File: src/rtl/hazard_unit_pkg.sv
// Shared encodings, FU timer state type and a source-match helper for the hazard controller.
package hazard_unit_pkg;

  localparam logic [1:0] MD_MEM = 2'b00;
  localparam logic [1:0] MD_FU  = 2'b01;

  localparam int unsigned FU_LAT_MIN = 2;
  localparam int unsigned FU_LAT_MAX = 15;
  localparam int unsigned CNT_W      = 4;

  typedef enum logic {
    IDLE    = 1'b0,
    FU_BUSY = 1'b1
  } fu_state_e;

  // x0 is hard-wired zero, so it never creates a dependency.
  function automatic logic src_match(input logic [4:0] rs1, input logic uses_rs1,
                                     input logic [4:0] rs2, input logic uses_rs2,
                                     input logic [4:0] rd);
    return (rd != 5'd0) && ((uses_rs1 && (rs1 == rd)) || (uses_rs2 && (rs2 == rd)));
  endfunction

endpackage

File: src/rtl/hazard_fu_timer.sv
// Tracks a multi-cycle FU op in EX: start pulse, pipeline hold, done pulse.
module hazard_fu_timer
  import hazard_unit_pkg::*;
#(
  parameter int unsigned FU_LATENCY = 4
) (
  input  logic      clk,
  input  logic      rst_n,
  input  logic      multi_cycle,
  output logic      fu_start,
  output logic      fu_done,
  output logic      fu_hold,
  output fu_state_e state_o
);

  localparam logic [CNT_W-1:0] CNT_INIT = CNT_W'(FU_LATENCY - 2);

  fu_state_e        state_q, state_d;
  logic [CNT_W-1:0] cnt_q, cnt_d;

  // Outputs depend on the current state and the live EX input so the first
  // hold cycle coincides with the op entering EX.
  always_comb begin
    state_d  = state_q;
    cnt_d    = cnt_q;
    fu_start = 1'b0;
    fu_done  = 1'b0;
    fu_hold  = 1'b0;
    case (state_q)
      IDLE: begin
        if (multi_cycle) begin
          fu_start = 1'b1;
          fu_hold  = 1'b1;
          state_d  = FU_BUSY;
          cnt_d    = CNT_INIT;
        end
      end
      FU_BUSY: begin
        if (cnt_q != '0) begin
          fu_hold = 1'b1;
          cnt_d   = cnt_q - 1'b1;
        end else begin
          fu_done = 1'b1;
          state_d = IDLE;
        end
      end
      default: state_d = IDLE;
    endcase
  end

  always_ff @(posedge clk or negedge rst_n) begin
    if (!rst_n) begin
      state_q <= IDLE;
      cnt_q   <= '0;
    end else begin
      state_q <= state_d;
      cnt_q   <= cnt_d;
    end
  end

  assign state_o = state_q;

endmodule

File: src/rtl/hazard_unit.sv
// Stall/flush controller: load-use, ID-branch operand hazards, multi-cycle FU hold, taken-branch flush.
module hazard_unit
  import hazard_unit_pkg::*;
#(
  parameter int unsigned FU_LATENCY  = 4,
  parameter int unsigned STALL_CNT_W = 16
) (
  input  logic                   clk,
  input  logic                   rst_n,
  input  logic [4:0]             IfIdRegRs1,
  input  logic [4:0]             IfIdRegRs2,
  input  logic                   IfIdUsesRs1,
  input  logic                   IfIdUsesRs2,
  input  logic                   IfIdBranch,
  input  logic                   BranchTaken,
  input  logic [4:0]             IdExeRegRd,
  input  logic                   IdExeRegWrite,
  input  logic [1:0]             IdExeMD,
  input  logic                   IdExeMultiCycle,
  input  logic [4:0]             ExeMemRegRd,
  input  logic                   ExeMemRegWrite,
  input  logic [1:0]             ExeMemMD,
  output logic                   PcWrite,
  output logic                   IfIdWrite,
  output logic                   IdExeWrite,
  output logic                   IfIdFlush,
  output logic                   IdExeFlush,
  output logic                   ExeMemFlush,
  output logic                   FuStart,
  output logic                   FuDone,
  output logic [STALL_CNT_W-1:0] StallCount,
  output fu_state_e              FuState
);

  logic fu_start, fu_done, fu_hold;
  logic ex_match, mem_match, load_use, branch_dep;
  logic [STALL_CNT_W-1:0] stall_count_q, stall_count_d;

  hazard_fu_timer #(.FU_LATENCY(FU_LATENCY)) u_fu_timer (
    .clk         (clk),
    .rst_n       (rst_n),
    .multi_cycle (IdExeMultiCycle),
    .fu_start    (fu_start),
    .fu_done     (fu_done),
    .fu_hold     (fu_hold),
    .state_o     (FuState)
  );

  assign ex_match  = src_match(IfIdRegRs1, IfIdUsesRs1, IfIdRegRs2, IfIdUsesRs2, IdExeRegRd);
  assign mem_match = src_match(IfIdRegRs1, IfIdUsesRs1, IfIdRegRs2, IfIdUsesRs2, ExeMemRegRd);

  assign load_use = IdExeRegWrite && (IdExeMD == MD_MEM) && ex_match;

  // An ID-resolved branch cannot take any bypass from EX, and a load result
  // in MEM is not available until WB.
  assign branch_dep = IfIdBranch &&
                      ((IdExeRegWrite && ex_match) ||
                       (ExeMemRegWrite && (ExeMemMD == MD_MEM) && mem_match));

  always_comb begin
    PcWrite     = 1'b1;
    IfIdWrite   = 1'b1;
    IdExeWrite  = 1'b1;
    IfIdFlush   = 1'b0;
    IdExeFlush  = 1'b0;
    ExeMemFlush = 1'b0;
    FuStart     = fu_start;
    FuDone      = fu_done;
    if (fu_hold) begin
      // EX keeps its op; MEM receives bubbles while the FU works.
      PcWrite     = 1'b0;
      IfIdWrite   = 1'b0;
      IdExeWrite  = 1'b0;
      ExeMemFlush = 1'b1;
    end else if (load_use || branch_dep) begin
      PcWrite    = 1'b0;
      IfIdWrite  = 1'b0;
      IdExeFlush = 1'b1;
    end else if (BranchTaken) begin
      IfIdFlush = 1'b1;
    end
  end

  always_comb begin
    stall_count_d = stall_count_q;
    if (!PcWrite && (stall_count_q != '1)) begin
      stall_count_d = stall_count_q + 1'b1;
    end
  end

  always_ff @(posedge clk or negedge rst_n) begin
    if (!rst_n) begin
      stall_count_q <= '0;
    end else begin
      stall_count_q <= stall_count_d;
    end
  end

  assign StallCount = stall_count_q;

endmodule

File: config.mk
export PLATFORM = sky130hd
export DESIGN_NAME = hazard_unit
export DESIGN_NICKNAME = d
export VERILOG_FILES = /design/src/rtl/hazard_unit_pkg.sv /design/src/rtl/hazard_fu_timer.sv /design/src/rtl/hazard_unit.sv
export SDC_FILE = /design/constraint.sdc
export NUM_CORES = 1
export LEC_CHECK = 0
export BUFFER_PORTS_ARGS = -buffer_cell sky130_fd_sc_hd__buf_2
export CORE_MARGIN = 1
export CORE_UTILIZATION = 51
export DETAILED_ROUTE_END_ITERATION = 10
export PLACE_DENSITY_LB_ADDON = 0.2
export SLEW_MARGIN = 20
export SYNTH_ARGS = -nofsm -noshare
export SYNTH_HDL_FRONTEND = slang
export SYNTH_HIERARCHICAL = 1
export SYNTH_SLANG_ARGS = --single-unit
export TNS_END_PERCENT = 100
File: constraint.sdc
create_clock -name clk -period 6.3 [get_ports clk]
set_clock_uncertainty 0.1 [all_clocks]
set_input_delay 0.945 -clock clk [delete_from_list [all_inputs] [get_ports clk]]
set_output_delay 0.945 -clock clk [all_outputs]
set_load 0.02 [all_outputs]
==> impl_results.rst <==
.. list-table::
   :header-rows: 1

   * - Metric
     - Value
   * - Outcome
     - completed
   * - Routed wire length per instance
     - roughly 14 microns
   * - Setup bufs post-CTS
     - 0
   * - HPWL Detailed
     - 2614 microns
   * - Main flop type after synthesis
     - dfrtp_1
   * - Maximum net fanout on the critical path
     - 18
   * - ANT nets after route
     - 0
   * - Switching part of the total power
     - 45.14%
   * - Pwr Density
     - 379.5 nW/um^2
   * - Number of rows created at floorplan
     - 18
   * - CP endpoint kind
     - primary output
   * - First-pass GRT wire length
     - 4974 microns
   * - Clock input transition at the sequential cells of the worst setup and hold paths
     - 0.12 ns
   * - Hold Violations, Final
     - 0
   * - Overall die area
     - 2982 sq um
   * - CP Cell Sequence
     - buf_2, or4_1, nor2_2, nor4_2, a221oi_4, and2_1, buf_2
   * - Share of layout cells above drive strength 1
     - roughly two fifths
   * - Total setup violations reported at the end of the flow
     - 0
   * - Final-layout setup total negative slack
     - 0 ns
   * - Count of flip-flops with a built-in enable after synthesis
     - 0
   * - Yosys warns
     - 6
   * - Fin worst setup slack
     - 2.411 ns
   * - Worst slew slack as a fraction of its limit
     - between 50% and 60%
   * - Achievable frequency
     - roughly 260 MHz
   * - Power after layout
     - ~0.66 mW
   * - Starting utilization of the core area
     - a little under three fifths
   * - Area of all sequential standard cells
     - 525.5 sq um
   * - Net Sw Power
     - 0.2986 mW
   * - Cell area after layout
     - 1743 sq um
   * - Horiz. Die Dim
     - 54.61 microns
   * - Total wire length
     - ~3200 microns
   * - Count of different cell masters after synthesis
     - 40
   * - Antenna violations before repair
     - 0
   * - Sequential share of power
     - a little under two fifths
   * - Number of iterations in the first detailed-routing pass
     - 4
   * - Synthesis-stage register bit count
     - 21
   * - Highest cell delay on the worst timing path
     - between 0.6 and 0.7 ns
   * - Final Net Count
     - 235
   * - Final slew viol count
     - 0
   * - Final standard cell utilization of the core
     - roughly two thirds
   * - Int Pwr
     - 0.3628 mW
   * - Place WS
     - between 2 and 2.5 ns
   * - Inst Count DP
     - 225
   * - Aggregate global-route resource usage
     - 23.23%
   * - Count of max-cap constraint violations
     - 0
   * - Number of gates resized after cts
     - 0
   * - Clock latency on the worst-skew pair
     - roughly 0.3 ns
   * - Actual slew at the worst max-slew pin
     - 0.7459 ns
   * - Via total after detailed routing
     - 1273
   * - Number of buffers inserted for hold repair after clock tree synthesis
     - 0
   * - Clock power frac
     - 9.5%
   * - Critical path startpoint category
     - input port
   * - Cell depth of the worst hold path
     - 1
   * - Vias in the first global route
     - 1182
   * - Data required time of the critical path
     - 5.25 ns
   * - Critical path class
     - in -> out
   * - Cell taking the most area after synthesis
     - dfrtp_1
   * - Worst-case hold slack
     - 0.3896 ns
   * - Class of the tightest hold or removal check
     - reg -> reg
   * - Vias per inst
     - 5.559
   * - Number of clock sinks
     - 21
   * - Most common cell after layout, fill and taps aside
     - buf_2
   * - FILL cells
     - 212
   * - Leading cell types in the layout, fill and taps excluded
     - 57 x buf_2, 21 x dfrtp_1, 21 x xnor2_1, 13 x xor2_1, 12 x nand2_1
   * - VDD IR-drop max
     - 0.2486 mV
   * - Maximum number of pins on one net before global-route repair
     - 22
   * - Non-filler instance count after layout
     - 229
   * - Antenna diode count
     - 0
   * - Leak pwr
     - 0.8155 nW
   * - Proportion of power drawn by combinational gates
     - 53.6%
   * - Instance count of the mapped netlist
     - 140
   * - Post-Synthesis Cell Area
     - between 1000 and 1500 sq um
   * - Sequential fraction of the synthesis area
     - between 30 and 40%
   * - Number of top-level design ports
     - 58
   * - CTS max path bufs
     - 2
   * - Syn-to-layout area delta
     - 23.49%
   * - Post-route fraction of the period consumed by the critical path
     - 61.73%
   * - TritonCTS clock tree
     - yes
   * - Initial drt markers
     - 33
   * - Area used by multi-input combinational logic
     - 844.6 sq um
   * - Final critical path time including I/O delays and setup
     - 3.889 ns
   * - Instance area after placement
     - 1715 sq um
   * - Delay-heaviest family, CP
     - simple AND/OR/NAND/NOR gates
   * - Remaining routing DRC violations
     - 0
   * - Setup repair after global routing missed its margin
     - no
   * - Library cell used as clock root buffer
     - clkbuf_4
   * - Post-synthesis async set-or-reset flop share
     - 100.0%
   * - Chip Height
     - 54.61 microns
   * - Share of Yosys cell area claimed by the top area cell type
     - 37.23%
   * - Cell with the largest stage delay on the worst path
     - a221oi_4
   * - Synth Net Count
     - between 150 and 200
   * - Cell with the most instances on the worst path
     - buf_2
   * - Routability cong.
     - 0.8937
   * - Synth area leaders
     - dfrtp_1 37%, xnor2_1 13%, xor2_1 8.1%
   * - Worst path arrival time
     - ~2.8 ns
   * - Number of port buffers
     - 57
   * - Synthesized area per cell
     - 10.08 sq um
   * - Number of clock buffers inserted by TritonCTS
     - 3
   * - H-tree depth
     - 1
   * - Core area
     - 2545 sq um
   * - Critical path buffers and inverters
     - 2
   * - Cell depth of the worst setup path
     - 7
   * - R2R depth
     - 7
   * - GRT Residual Overflow
     - 0
## sequential cells by signal, indices dropped and copies added, names as in the netlist
name / cells
u_fu_timer/state_o: 1
StallCount: 16
u_fu_timer/cnt_q: 4
## path summary, 6_finish.rpt
| path | start | end | slack (ns) |
|---|---|---|---|
| max | ExeMemRegRd[1] | IfIdFlush | 2.41 |
| min reg2reg | StallCount[10]$_DFFE_PN0P_ | StallCount[10]$_DFFE_PN0P_ | 0.39 |
| min | StallCount[10]$_DFFE_PN0P_ | StallCount[10]$_DFFE_PN0P_ | 0.39 |
| max in group asynchronous | rst_n | StallCount[2]$_DFFE_PN0P_ | 5.30 |
| min in group asynchronous | rst_n | u_fu_timer/cnt_q[3]$_DFFE_PN0P_ | 0.47 |
| max reg2reg | u_fu_timer/cnt_q[0]$_DFFE_PN0P_ | StallCount[1]$_DFFE_PN0P_ | 3.82 |
## metal layers
layer	share of wire, %	up-vias	track usage, %
li1	-	614	-
met1	41	599	26.70
met2	51	56	42.57
met3	7.1	4	4.444
met4	0.86	0	7.265
met5	0	-	0
## Yosys cell counts, drive strengths merged, types with 3 or more instances
library cell	number
nand2	12
nand4	5
nand3	7
nor2	10
nor4	5
nor3	10
dfrtp	21
xor2	13
inv	4
buf	3
xnor2	21
mux2	4
## power by group through the flow
stage | registers [mW] | logic, mW | clock network, mW
after floorplan | 0.278 | 0.225 | 0
after global placement | 0.242 | 0.344 | 0
after detailed placement | 0.246 | 0.356 | 0
after CTS | 0.244 | 0.358 | 0.0659
after global routing | 0.254 | 0.389 | 0.0675
final | 0.244 | 0.355 | 0.0628
## kinds of logic (layout without fill, tap and decap cells)
family / Yosys count / in the layout / synth area share [%]
muxes: 5 / 5 / 4.433
adders and majority gates: 2 / 2 / 1.773
xor gates and xnor gates: 34 / 34 / 21.10
and+or+nand+nor: 61 / 61 / 25.53
DFF: 21 / 21 / 37.23
buffers and inverters: 7 / 66 / 2.925
AOI/OAI and AO/OA: 10 / 10 / 7.003
## area by class of cell
class / count / area share (%)
flip-flops and latches: 21 / 30.15
repair buffers: 58 / 16.80
multi-input cells: 112 / 48.46
clock inverters: 1 / 0.2872
clock buffers: 3 / 1.292
well taps: 30 / 2.154
inverters: 4 / 0.8615
(Power assumes the default switching activity.)
